## src/rtl/instr_fetch_unit_pkg.sv

```systemverilog
// Shared types and widths for the instruction fetch slice.
// Consumed by the fetch interface, the PC register and the fetch unit top.
package risc_fetch_pkg;

    localparam int ADDR_W  = 8;
    localparam int INSTR_W = 16;

    localparam logic [INSTR_W-1:0] HALT_WORD = 16'h0000;

    typedef enum logic [1:0] {
        FETCH_HI = 2'b00,
        FETCH_LO = 2'b01,
        HOLD     = 2'b10
    } fetch_state_t;

endpackage

```

## src/rtl/instr_fetch_unit_if.sv

```systemverilog
// Bundle of the memory, decode-handshake and redirect signals around the fetch unit.
// master = fetch unit side, slave = memory/decode/branch side.
interface instr_fetch_unit_if;
    import risc_fetch_pkg::*;

    logic [ADDR_W-1:0]  imem_addr;
    logic [7:0]         imem_data;
    logic [INSTR_W-1:0] instr;
    logic [ADDR_W-1:0]  instr_pc;
    logic               instr_valid;
    logic               instr_ready;
    logic               branch_taken;
    logic [ADDR_W-1:0]  branch_target;
    logic               halted;

    modport master (
        output imem_addr,
        input  imem_data,
        output instr,
        output instr_pc,
        output instr_valid,
        input  instr_ready,
        input  branch_taken,
        input  branch_target,
        output halted
    );

    modport slave (
        input  imem_addr,
        output imem_data,
        input  instr,
        input  instr_pc,
        input  instr_valid,
        output instr_ready,
        output branch_taken,
        output branch_target,
        input  halted
    );

endinterface

```

## src/rtl/instr_fetch_unit_pc_reg.sv

```systemverilog
// Program counter: increments by two per instruction, loads even-aligned redirect targets.
module fetch_pc_reg
    import risc_fetch_pkg::*;
#(
    parameter logic [ADDR_W-1:0] PC_RESET = 8'h00
) (
    input  logic              clk,
    input  logic              reset,
    input  logic              inc,
    input  logic              load,
    input  logic [ADDR_W-1:0] load_addr,
    output logic [ADDR_W-1:0] pc
);

    logic [ADDR_W-1:0] pc_d;
    logic [ADDR_W-1:0] pc_q;

    // A redirect outranks the sequential advance; wrap-around is the natural modulo add.
    always_comb begin
        pc_d = pc_q;
        if (load) begin
            pc_d = load_addr & ~ADDR_W'(1);
        end else if (inc) begin
            pc_d = pc_q + ADDR_W'(2);
        end
    end

    always_ff @(posedge clk or posedge reset) begin
        if (reset) begin
            pc_q <= PC_RESET;
        end else begin
            pc_q <= pc_d;
        end
    end

    assign pc = pc_q;

endmodule

```

## src/rtl/instr_fetch_unit.sv

```systemverilog
// Two-byte instruction fetch FSM with valid/ready output and branch redirect.
// Optional macro FETCH_HALT_EN: an all-zero word stops fetch until the next branch.
module instr_fetch_unit
    import risc_fetch_pkg::*;
#(
    parameter logic [ADDR_W-1:0] PC_RESET = 8'h00
) (
    input  logic                clk,
    input  logic                reset,
    instr_fetch_unit_if.master  bus
);

    fetch_state_t       state_q, state_d;
    logic [7:0]         hi_byte_q, hi_byte_d;
    logic [INSTR_W-1:0] instr_q, instr_d;
    logic [ADDR_W-1:0]  instr_pc_q, instr_pc_d;
    logic               instr_valid_q, instr_valid_d;
    logic [ADDR_W-1:0]  pc;
    logic               pc_inc;
    logic               pc_load;
    logic [INSTR_W-1:0] fetched_word;
`ifdef FETCH_HALT_EN
    logic               halted_q, halted_d;
`endif

    fetch_pc_reg #(.PC_RESET(PC_RESET)) u_pc (
        .clk       (clk),
        .reset     (reset),
        .inc       (pc_inc),
        .load      (pc_load),
        .load_addr (bus.branch_target),
        .pc        (pc)
    );

    always_ff @(posedge clk or posedge reset) begin
        if (reset) begin
            state_q <= FETCH_HI;
        end else begin
            state_q <= state_d;
        end
    end

    // A halted unit parks in HOLD with valid low, so only a branch can move it on.
    always_comb begin
        state_d = state_q;
        case (state_q)
            FETCH_HI: state_d = FETCH_LO;
            FETCH_LO: state_d = HOLD;
            HOLD:     if (instr_valid_q && bus.instr_ready) state_d = FETCH_HI;
            default:  state_d = FETCH_HI;
        endcase
        if (bus.branch_taken) begin
            state_d = FETCH_HI;
        end
    end

    always_comb begin
        bus.imem_addr = pc;
        if (state_q == FETCH_LO) begin
            bus.imem_addr = pc + ADDR_W'(1);
        end
    end

    assign fetched_word = {hi_byte_q, bus.imem_data};

    always_comb begin
        hi_byte_d     = hi_byte_q;
        instr_d       = instr_q;
        instr_pc_d    = instr_pc_q;
        instr_valid_d = instr_valid_q;
        pc_inc        = 1'b0;
        pc_load       = bus.branch_taken;
`ifdef FETCH_HALT_EN
        halted_d      = halted_q;
`endif
        if (bus.branch_taken) begin
            instr_valid_d = 1'b0;
`ifdef FETCH_HALT_EN
            halted_d      = 1'b0;
`endif
        end else begin
            case (state_q)
                FETCH_HI: hi_byte_d = bus.imem_data;
                FETCH_LO: begin
`ifdef FETCH_HALT_EN
                    if (fetched_word == HALT_WORD) begin
                        halted_d = 1'b1;
                    end else begin
                        instr_d       = fetched_word;
                        instr_pc_d    = pc;
                        instr_valid_d = 1'b1;
                    end
`else
                    instr_d       = fetched_word;
                    instr_pc_d    = pc;
                    instr_valid_d = 1'b1;
`endif
                end
                HOLD: begin
                    if (instr_valid_q && bus.instr_ready) begin
                        instr_valid_d = 1'b0;
                        pc_inc        = 1'b1;
                    end
                end
                default: ;
            endcase
        end
    end

    always_ff @(posedge clk or posedge reset) begin
        if (reset) begin
            hi_byte_q     <= '0;
            instr_q       <= '0;
            instr_pc_q    <= '0;
            instr_valid_q <= 1'b0;
        end else begin
            hi_byte_q     <= hi_byte_d;
            instr_q       <= instr_d;
            instr_pc_q    <= instr_pc_d;
            instr_valid_q <= instr_valid_d;
        end
    end

`ifdef FETCH_HALT_EN
    always_ff @(posedge clk or posedge reset) begin
        if (reset) begin
            halted_q <= 1'b0;
        end else begin
            halted_q <= halted_d;
        end
    end

    assign bus.halted = halted_q;
`else
    assign bus.halted = 1'b0;
`endif

    assign bus.instr       = instr_q;
    assign bus.instr_pc    = instr_pc_q;
    assign bus.instr_valid = instr_valid_q;

endmodule

```

## src/flat_wrapper.sv

```systemverilog
// flat-port wrapper written by rule: the top's interface ports become plain ports
module instr_fetch_unit_flat import risc_fetch_pkg::*;
#(
    parameter logic [ADDR_W-1:0] PC_RESET = 8'h00
)
  (clk, reset, bus_imem_addr, bus_imem_data, bus_instr, bus_instr_pc, bus_instr_valid, bus_instr_ready, bus_branch_taken, bus_branch_target, bus_halted);
  instr_fetch_unit_if bus_i ();
  input  logic clk;
  input  logic reset;
  output wire logic [$bits(bus_i.imem_addr)-1:0] bus_imem_addr;
  input wire logic [$bits(bus_i.imem_data)-1:0] bus_imem_data;
  output wire logic [$bits(bus_i.instr)-1:0] bus_instr;
  output wire logic [$bits(bus_i.instr_pc)-1:0] bus_instr_pc;
  output wire logic [$bits(bus_i.instr_valid)-1:0] bus_instr_valid;
  input wire logic [$bits(bus_i.instr_ready)-1:0] bus_instr_ready;
  input wire logic [$bits(bus_i.branch_taken)-1:0] bus_branch_taken;
  input wire logic [$bits(bus_i.branch_target)-1:0] bus_branch_target;
  output wire logic [$bits(bus_i.halted)-1:0] bus_halted;
  assign bus_imem_addr = bus_i.imem_addr;
  assign bus_i.imem_data = bus_imem_data;
  assign bus_instr = bus_i.instr;
  assign bus_instr_pc = bus_i.instr_pc;
  assign bus_instr_valid = bus_i.instr_valid;
  assign bus_i.instr_ready = bus_instr_ready;
  assign bus_i.branch_taken = bus_branch_taken;
  assign bus_i.branch_target = bus_branch_target;
  assign bus_halted = bus_i.halted;
  instr_fetch_unit #(.PC_RESET(PC_RESET)) u_core (.clk(clk), .reset(reset), .bus(bus_i));
endmodule
```

## config.mk

```make
export PLATFORM = sky130hd
export DESIGN_NAME = instr_fetch_unit_flat
export DESIGN_NICKNAME = d
export VERILOG_FILES = /design/src/rtl/instr_fetch_unit_pkg.sv /design/src/rtl/instr_fetch_unit_if.sv /design/src/rtl/instr_fetch_unit_pc_reg.sv /design/src/rtl/instr_fetch_unit.sv /design/src/flat_wrapper.sv
export SDC_FILE = /design/constraint.sdc
export NUM_CORES = 1
export LEC_CHECK = 0
export ABC_AREA = 1
export CELL_PAD_IN_SITES_DETAIL_PLACEMENT = 1
export CELL_PAD_IN_SITES_GLOBAL_PLACEMENT = 1
export CORE_MARGIN = 3
export CORE_UTILIZATION = 31
export CTS_CLUSTER_SIZE = 12
export DETAILED_ROUTE_END_ITERATION = 10
export GPL_TIMING_DRIVEN = 1
export HOLD_SLACK_MARGIN = 0.15
export PLACE_DENSITY_LB_ADDON = 0.1
export SLEW_MARGIN = 15
export SYNTH_ARGS = -nofsm -noshare
export SYNTH_HDL_FRONTEND = slang
export SYNTH_SLANG_ARGS = --single-unit
```

## constraint.sdc

```tcl
create_clock -name clk -period 1.2 [get_ports clk]
set_input_delay 0.24 -clock clk [delete_from_list [all_inputs] [get_ports clk]]
set_output_delay 0.24 -clock clk [all_outputs]
set_load 0.05 [all_outputs]
```

==> out/results.ini, run 1 <==
[sta]
fin_crit_ps = 1300
rsz0062_at_grt = yes
fin_crit_sh_pct = 108.3
tns_ps = -1103
fin_worst_skew_ps = 8.786
final-setup-viol-count = 28
fin_ws_ps = -100.1
hold_viol_final = 0
max_freq_mhz = 769.2
slew_violations = 0

[floorplanning]
core_um2 = 5642
io_pins = 54
start_util_pct = 32.71
num_rows = 27
die_w_um = 83.16
die_h_um = 83.16
die_area_um2 = 6915

[cts]
cts-root-buf = clkbuf_8
htreeDepth = 2
cts-buffers-inserted = 5
clkSinkCount = 41
clk_path_buf_depth = 2
cts_hold_buf = 0
cts_tree = yes
path_clk_slew_ps = 80
insertion_delay_ps = 290

[yosys]
synth_area_um2 = 1846
synthCells = 200
synth_common_cells = nand2_1, dfrtp_1, o21ai_0
yosysSeqAreaShare_pct = 55.59
yosys_warnings = 0
synth_top_area_share_pct = 55.59
yosysMostFrequentCell = nand2_1
ys_async_sr_fraction_pct = 100.0
synth_ff_type = dfrtp_1
synth_seq_cells = 41
synth_area_leaders = dfrtp_1, nand2_1, o21ai_0
synth_edf_count = 0
syn_avg_cell_area_um2 = 9.228
yosysTopAreaCell = dfrtp_1
ys_types = 20

[route]
vias = 1528
drc_errors = 0
drt_iter0_drc = 47
ant_nets = 0
wl_per_cell_um = 13.94
drtPass1Iterations = 4
avgViaCountPerCell = 4.455
wirelength_mm = 4.783

[final_layout]
diodes = 0
layout-drive-gt1-share_pct = 35.06
areaGrowthSynthToFinish_pct = 68.61
fin_nets = 292

[power_and_ir_drop]
p_int_mw = 4.297
p_sw_mw = 3.035
p_per_area_nw_per_um2 = 2356
clock_power_share_pct = 12.0
pwr-share-comb_pct = 56.1
peakVddDrop_v = 0.001096
seqPwrFrac_pct = 31.9
sw_frac_of_total_pct = 41.39
fin_total_pwr_mw = 7.332
leakagePower_nw = 1.511

[placement]
port_buffers = 50
place_ws_ps = -393.1
globalplace.congestion = 0.7236
dpl.hpwl_mm = 3.488

[global_routing]
grt_start_max_net_pins = 42
grt_pass1_vias = 1612
grt_pass1_wl_mm = 8.004
grt_overflow_total = 0
grt_usage_pct = 14.47
antenna_found_initial = 0

[critical_path]
cp.arrival_ps = 1060
max_stage_delay_ps = 410
timing.rr.start = u_core.state_q[1]$_DFFE_PP0P_
cp-start-kind = flop
path_class = reg -> out
end_kind = output port
r2r_slack_ps = -70
worstPathMaxFanout = 2
required_ps = 960
crit_slowest_cell = dfrtp_1
reg2reg_to = u_core.bus.instr[8]$_DFFE_PP0P_
crit_chain = buf_6, nor2_4, buf_12
r2r_cells = 4

[min_path]
holdCritPathClass = in -> async

[outcome]
status = finished, violations left
violations = negative setup slack

[run]
timing.max_cap.violations = 0

[layer usage]
layer	GRT usage [%]	vias up	wire, um
met2	26.02	40	2507
met4	5.498	0	84
met5	0	-	0
met3	3.175	9	195
li1	-	761	-
met1	16.65	718	1995
[through the flow]
step           utilization [%]  hold WS (ps)  instance area, um2  std cells
2_1_floorplan                -         396.5                1852        201
3_3_place_gp             50.30         467.5                2838        324
3_5_place_dp             50.30         477.6                2838        324
4_1_cts                  53.69         330.0                3029        339
5_1_grt                  55.16         352.1                3112        343
6_report                 55.16         328.6                3112        343
[cell type report]
class                   instances  area, um2
clock buffers                   5      68.82
clock inverters                 3      17.52
fillers                       589       2530
inverters                      21      78.83
multi-input cells             124      714.4
flip-flops and latches         41       1031
well taps                      72      90.09
repair buffers                 77       1111
[repair_timing]
action | 4_1_cts | 5_1_grt
gates cloned | 1 | 0
resized for setup | 12 | 17
pin swaps | 3 | 4
buffers inserted | 8 | 4
setup endpoints to repair | 21 | 40
[power by group through the flow]
stage,combinational [mW],clock [mW],sequential [mW]
global placement,3.92,0,2.34
floorplan,0.934,0,3.25
detailed placement,3.98,0,2.36
CTS,4.08,0.930,2.34
finish,4.11,0.882,2.34
global route,4.31,0.994,2.41
[placed cells by master, fill, tap and decap left out]
cell             netlist  routed
nand2_1               55      50
buf_12                 0      36
nor2_4                 0       1
nand3_1                9       8
dfrtp_2                0       4
o211ai_1               1       1
nand3_4                0       1
mux2_4                 8       8
inv_1                 21      18
nor2_1                11       9
dfrtp_1               41      37
buf_16                 0       1
dlygate4sd2_1          0       1
ha_4                   0       1
o21ai_4                0       1
nand2_2                2       5
clkinv_2               0       2
nor2_2                 1       2
o21ai_1                0       1
buf_4                  5      17
xnor2_1                1       1
o21ai_0               29      28
buf_6                  2       5
clkinvlp_4             0       1
conb_1                 1       2
clkbuf_8               0       5
clkdlybuf4s50_1        0      17
nand2_4                0       2
ha_1                   2       1
inv_2                  0       3
o21bai_1               2       2
[critical path: cells and delay by family (launching register included)]
family	cells	cell delay [ps]
AND/OR/NAND/NOR	1	90
buffers and inverters	2	270
flip-flops	1	410
[kinds of logic (layout without fill, tap and decap cells)]
| logic type | count (synthesis) | in the layout | share of synthesized area, % |
|---|---|---|---|
| adder cells (fa/ha/maj) | 2 | 2 | 1.356 |
| AND/OR/NAND/NOR | 78 | 78 | 16.88 |
| multiplexers | 8 | 8 | 6.509 |
| flip-flops | 41 | 41 | 55.59 |
| AO/OA/AOI/OAI | 33 | 33 | 9.559 |
| buffers and inverters | 36 | 106 | 9.423 |
| other | 1 | 2 | 0.2032 |
| XOR/XNOR | 1 | 1 | 0.4747 |
[state kept, by name, summed over array words and instances, names as in the netlist]
| signal | cells |
|---|---|
| u_core.state_q | 2 |
| u_core.bus.instr_pc | 7 |
| u_core.hi_byte_q | 8 |
| u_core.bus.instr_valid | 1 |
| u_core.u_pc.pc | 7 |
| u_core.bus.instr | 16 |
[worst max-delay path by stage]
stage | from | end | slack [ps]
2_1_floorplan | u_core.bus.instr_valid$_DFFE_PP0P_ | u_core.u_pc.pc[3]$_DFFE_PP0P_ | -40
3_3_place_gp | bus_branch_taken | u_core.u_pc.pc[5]$_DFFE_PP0P_ | -310
3_5_place_dp | bus_branch_taken | u_core.u_pc.pc[5]$_DFFE_PP0P_ | -390
4_1_cts | u_core.state_q[1]$_DFFE_PP0P_ | bus_imem_addr[0] | -110
5_1_grt | u_core.state_q[1]$_DFFE_PP0P_ | u_core.bus.instr_pc[5]$_DFFE_PP0P_ | -140
6_report | u_core.state_q[1]$_DFFE_PP0P_ | bus_imem_addr[0] | -100
Note: power is estimated with default switching activity, not from simulation.
==> run 2: changes to the inputs <==
GPL_TIMING_DRIVEN = default   (was 1)
==> results of run 2 <==
Final layout, timing and power as in run 1 (identical DEF).
==> run 3: changes to the inputs <==
HOLD_SLACK_MARGIN = 0.06   (was 0.15)
SYNTH_HIERARCHICAL = 1   (was default)
==> out/results.ini, run 3 <==
[outcome]
status = finished, violations left  ; unchanged
violations = negative setup slack  ; unchanged

[critical_path]
max_stage_delay_ps = 430  ; was 410 ps
crit_buf_inv = 1  ; was 2
cp.arrival_ps = 1260  ; was 1060 ps
path_class = reg -> out  ; unchanged
required_ps = 960  ; about the same
crit_slowest_cell = dfrtp_1  ; unchanged
cp-start-kind = flop  ; unchanged
cp_top_family = flip-flops  ; unchanged
worstPathMaxFanout = 2  ; unchanged
crit_chain = ha_4, nor2_4, a21oi_4, buf_6  ; was buf_6, nor2_4, buf_12
end_kind = output port  ; unchanged

[yosys]
synth_nets = 259
ys_types = 23  ; was 20
synthCells = 237  ; was 200
syn_avg_cell_area_um2 = 8.336  ; was 9.228 um2
synth_top_area_share_pct = 53.20  ; was 55.59%
yosys_warnings = 6  ; was 0
synth_common_cells = nand2_1, dfrtp_1, inv_1  ; was nand2_1, dfrtp_1, o21ai_0
synth_edf_count = 0  ; unchanged
ys_async_sr_fraction_pct = 100.0  ; unchanged
synth_area_leaders = dfrtp_1, nand2_1, o21ai_1  ; was dfrtp_1, nand2_1, o21ai_0
yosysTopAreaCell = dfrtp_1  ; unchanged
yosysMostFrequentCell = nand2_1  ; unchanged
yosysSeqAreaShare_pct = 53.20  ; was 55.59%
synth_area_um2 = 1976  ; was 1846 um2
synth_seq_cells = 42  ; was 41
synth_ff_type = dfrtp_1  ; unchanged

[global_routing]
antenna_found_initial = 0  ; unchanged
grt_pass1_vias = 1986  ; was 1612
grt_start_max_net_pins = 39  ; was 42
grt_pass1_wl_mm = 9.722  ; was 8.004 mm
grt_usage_pct = 17.04  ; was 14.47%
grt_overflow_total = 0  ; unchanged

[power_and_ir_drop]
p_per_area_nw_per_um2 = 1900  ; was 2356 nW/um2
leakagePower_nw = 1.856  ; was 1.511 nW
peakVddDrop_v = 0.001578  ; was 0.001096 V

[route]
wl_per_cell_um = 19.02  ; was 13.94 um
vias = 1988  ; was 1528
wirelength_mm = 7.876  ; was 4.783 mm
avgViaCountPerCell = 4.802  ; was 4.455
drc_errors = 0  ; unchanged
drt_iter0_drc = 74  ; was 47
ant_nets = 0  ; unchanged
drtPass1Iterations = 4  ; unchanged

[floorplanning]
die_w_um = 85.83  ; was 83.16 um
num_rows = 28  ; was 27
die_h_um = 85.83  ; was 83.16 um
core_um2 = 6061  ; was 5642 um2
start_util_pct = 32.60  ; was 32.71%
io_pins = 54  ; unchanged
die_area_um2 = 7367  ; was 6915 um2

[cts]
cts_tree = yes  ; unchanged
cts-root-buf = clkbuf_8  ; unchanged
clkSinkCount = 42  ; was 41
htreeDepth = 2  ; unchanged
cts-buffers-inserted = 5  ; unchanged
insertion_delay_ps = 320  ; was 290 ps
path_clk_slew_ps = 90  ; was 80 ps
cts_hold_buf = 0  ; unchanged
clk_path_buf_depth = 2  ; unchanged

[sta]
slew_violations = 0  ; unchanged
fin_worst_skew_ps = 14.36  ; was 8.786 ps
fin_crit_sh_pct = 124.8  ; was 108.3%
final-setup-viol-count = 49  ; was 28
fin_ws_ps = -298.1  ; was -100.1 ps
rsz0062_at_grt = yes  ; unchanged
holdWs_ps = 163.3  ; was 328.6 ps
fin_crit_ps = 1498  ; was 1300 ps
max_freq_mhz = 667.5  ; was 769.2 MHz
tns_ps = -6287  ; was -1103 ps
hold_viol_final = 0  ; unchanged

[placement]
dpl.hpwl_mm = 3.889  ; was 3.488 mm
port_buffers = 51  ; was 50
place_ws_ps = -385.0  ; was -393.1 ps
globalplace.congestion = 0.7852  ; was 0.7236

[run]
timing.max_cap.violations = 0  ; unchanged

[final_layout]
largest_reg_flops = 16  ; unchanged
mostFrequentLayoutCells = buf_12, dfrtp_1, inv_1, nand2_1, buf_4  ; was nand2_1, dfrtp_1, buf_12, o21ai_0, inv_1
fillers = 614  ; was 589
areaGrowthSynthToFinish_pct = 104.7  ; was 68.61%
diodes = 0  ; unchanged
mostFrequentLayoutCell = buf_12  ; was nand2_1
layout-drive-gt1-share_pct = 58.70  ; was 35.06%
fin_nets = 360  ; was 292

[min_path]
holdCritPathClass = in -> async  ; unchanged

## run 3: changes by cell type after synthesis, sizes merged, moves of 5 or more
cell,before,now
a22oi,0,5
clkbuf,5,0
inv,21,40
mux2,8,0
nand2,57,66
nand3,9,15
## run 3: cell type report
cell class | count | area [um2] | share of cell area, %
Clock buffer | 5 | 68.82 | 1.702
Inverter | 40 | 150.1 | 3.713
Sequential cell | 42 | 1065 | 26.33
Tap cell | 75 | 93.84 | 2.321
Timing Repair Buffer | 102 | 1421 | 35.15
Multi-Input combinational cell | 147 | 1220 | 30.17
Clock inverter | 3 | 25.02 | 0.6188
## run 3: kinds of logic (layout without fill, tap and decap cells)
group / Yosys count / after routing / synth area share [%]
AND/OR/NAND/NOR: 92 / 93 / 19.76
buffers and inverters: 49 / 150 / 10.26
AO/OA/AOI/OAI: 45 / 45 / 12.92
flip-flops: 42 / 42 / 53.20
XOR/XNOR: 5 / 5 / 2.216
adder cells (fa/ha/maj): 2 / 2 / 1.266
other: 2 / 2 / 0.3801
## run 3: path summary, 6_finish.rpt
check / start / end / slack (ps) / depth (start not counted)
setup / recovery: u_core/u_pc/pc[1]$_DFFE_PP0P_ / bus_imem_addr[1] / -300 / 4
hold / removal: reset / u_core/bus.instr_pc[0]$_DFFE_PP0P_ / 160 / 2
setup reg to reg: u_core/state_q[0]$_DFFE_PP0P_ / u_core/u_pc/pc[1]$_DFFE_PP0P_ / -220 / 8
hold reg to reg: u_core/hi_byte_q[3]$_DFFE_PP0P_ / u_core/hi_byte_q[3]$_DFFE_PP0P_ / 520 / 2
max in group asynchronous: reset / u_core/bus.instr_pc[2]$_DFFE_PP0P_ / 610 / 3
min in group clk: bus_branch_target[2] / u_core/u_pc/pc[2]$_DFFE_PP0P_ / 500 / 3
## run 3: worst register-to-register path: stages (launching register included)
cell and delay, ps:
dfrtp_2 450, buf_6 140, nor2_4 110, nand2_4 70, nor2_4 110, inv_2 50
nor2_4 210, inv_2 70, o211ai_2 150
## run 3: metal layers
layer / GRT usage (%) / wire (um)
met5: 0 / 0
met4: 6.475 / 70
met3: 3.842 / 218
met2: 29.73 / 4276
met1: 20.43 / 3311
## run 3: repair_timing
action | CTS | global route
pin swaps | 10 | 14
cloned | 0 | 10
setup endpoints to repair | 15 | 49
resized for setup | 28 | 103
buffers inserted | 18 | 10
endpoints found under the hold margin | 0 | 0
## run 3: metrics by stage
stage	std cells	power (mW)	area, um2	utilization (%)
after detailed placement	372	5.756	3123	51.53
after global routing	414	8.034	4044	66.72
final	414	7.685	4044	66.72
after CTS	398	6.905	3438	56.73
after floorplan	237	3.844	2076	-
after global placement	372	5.690	3123	51.53
## run 3: report_power, final
part	switching, mW	total, mW	internal [mW]
Clock	0.592	1.01	0.422
Sequential	0.568	2.39	1.83
Combinational	2.18	4.28	2.10
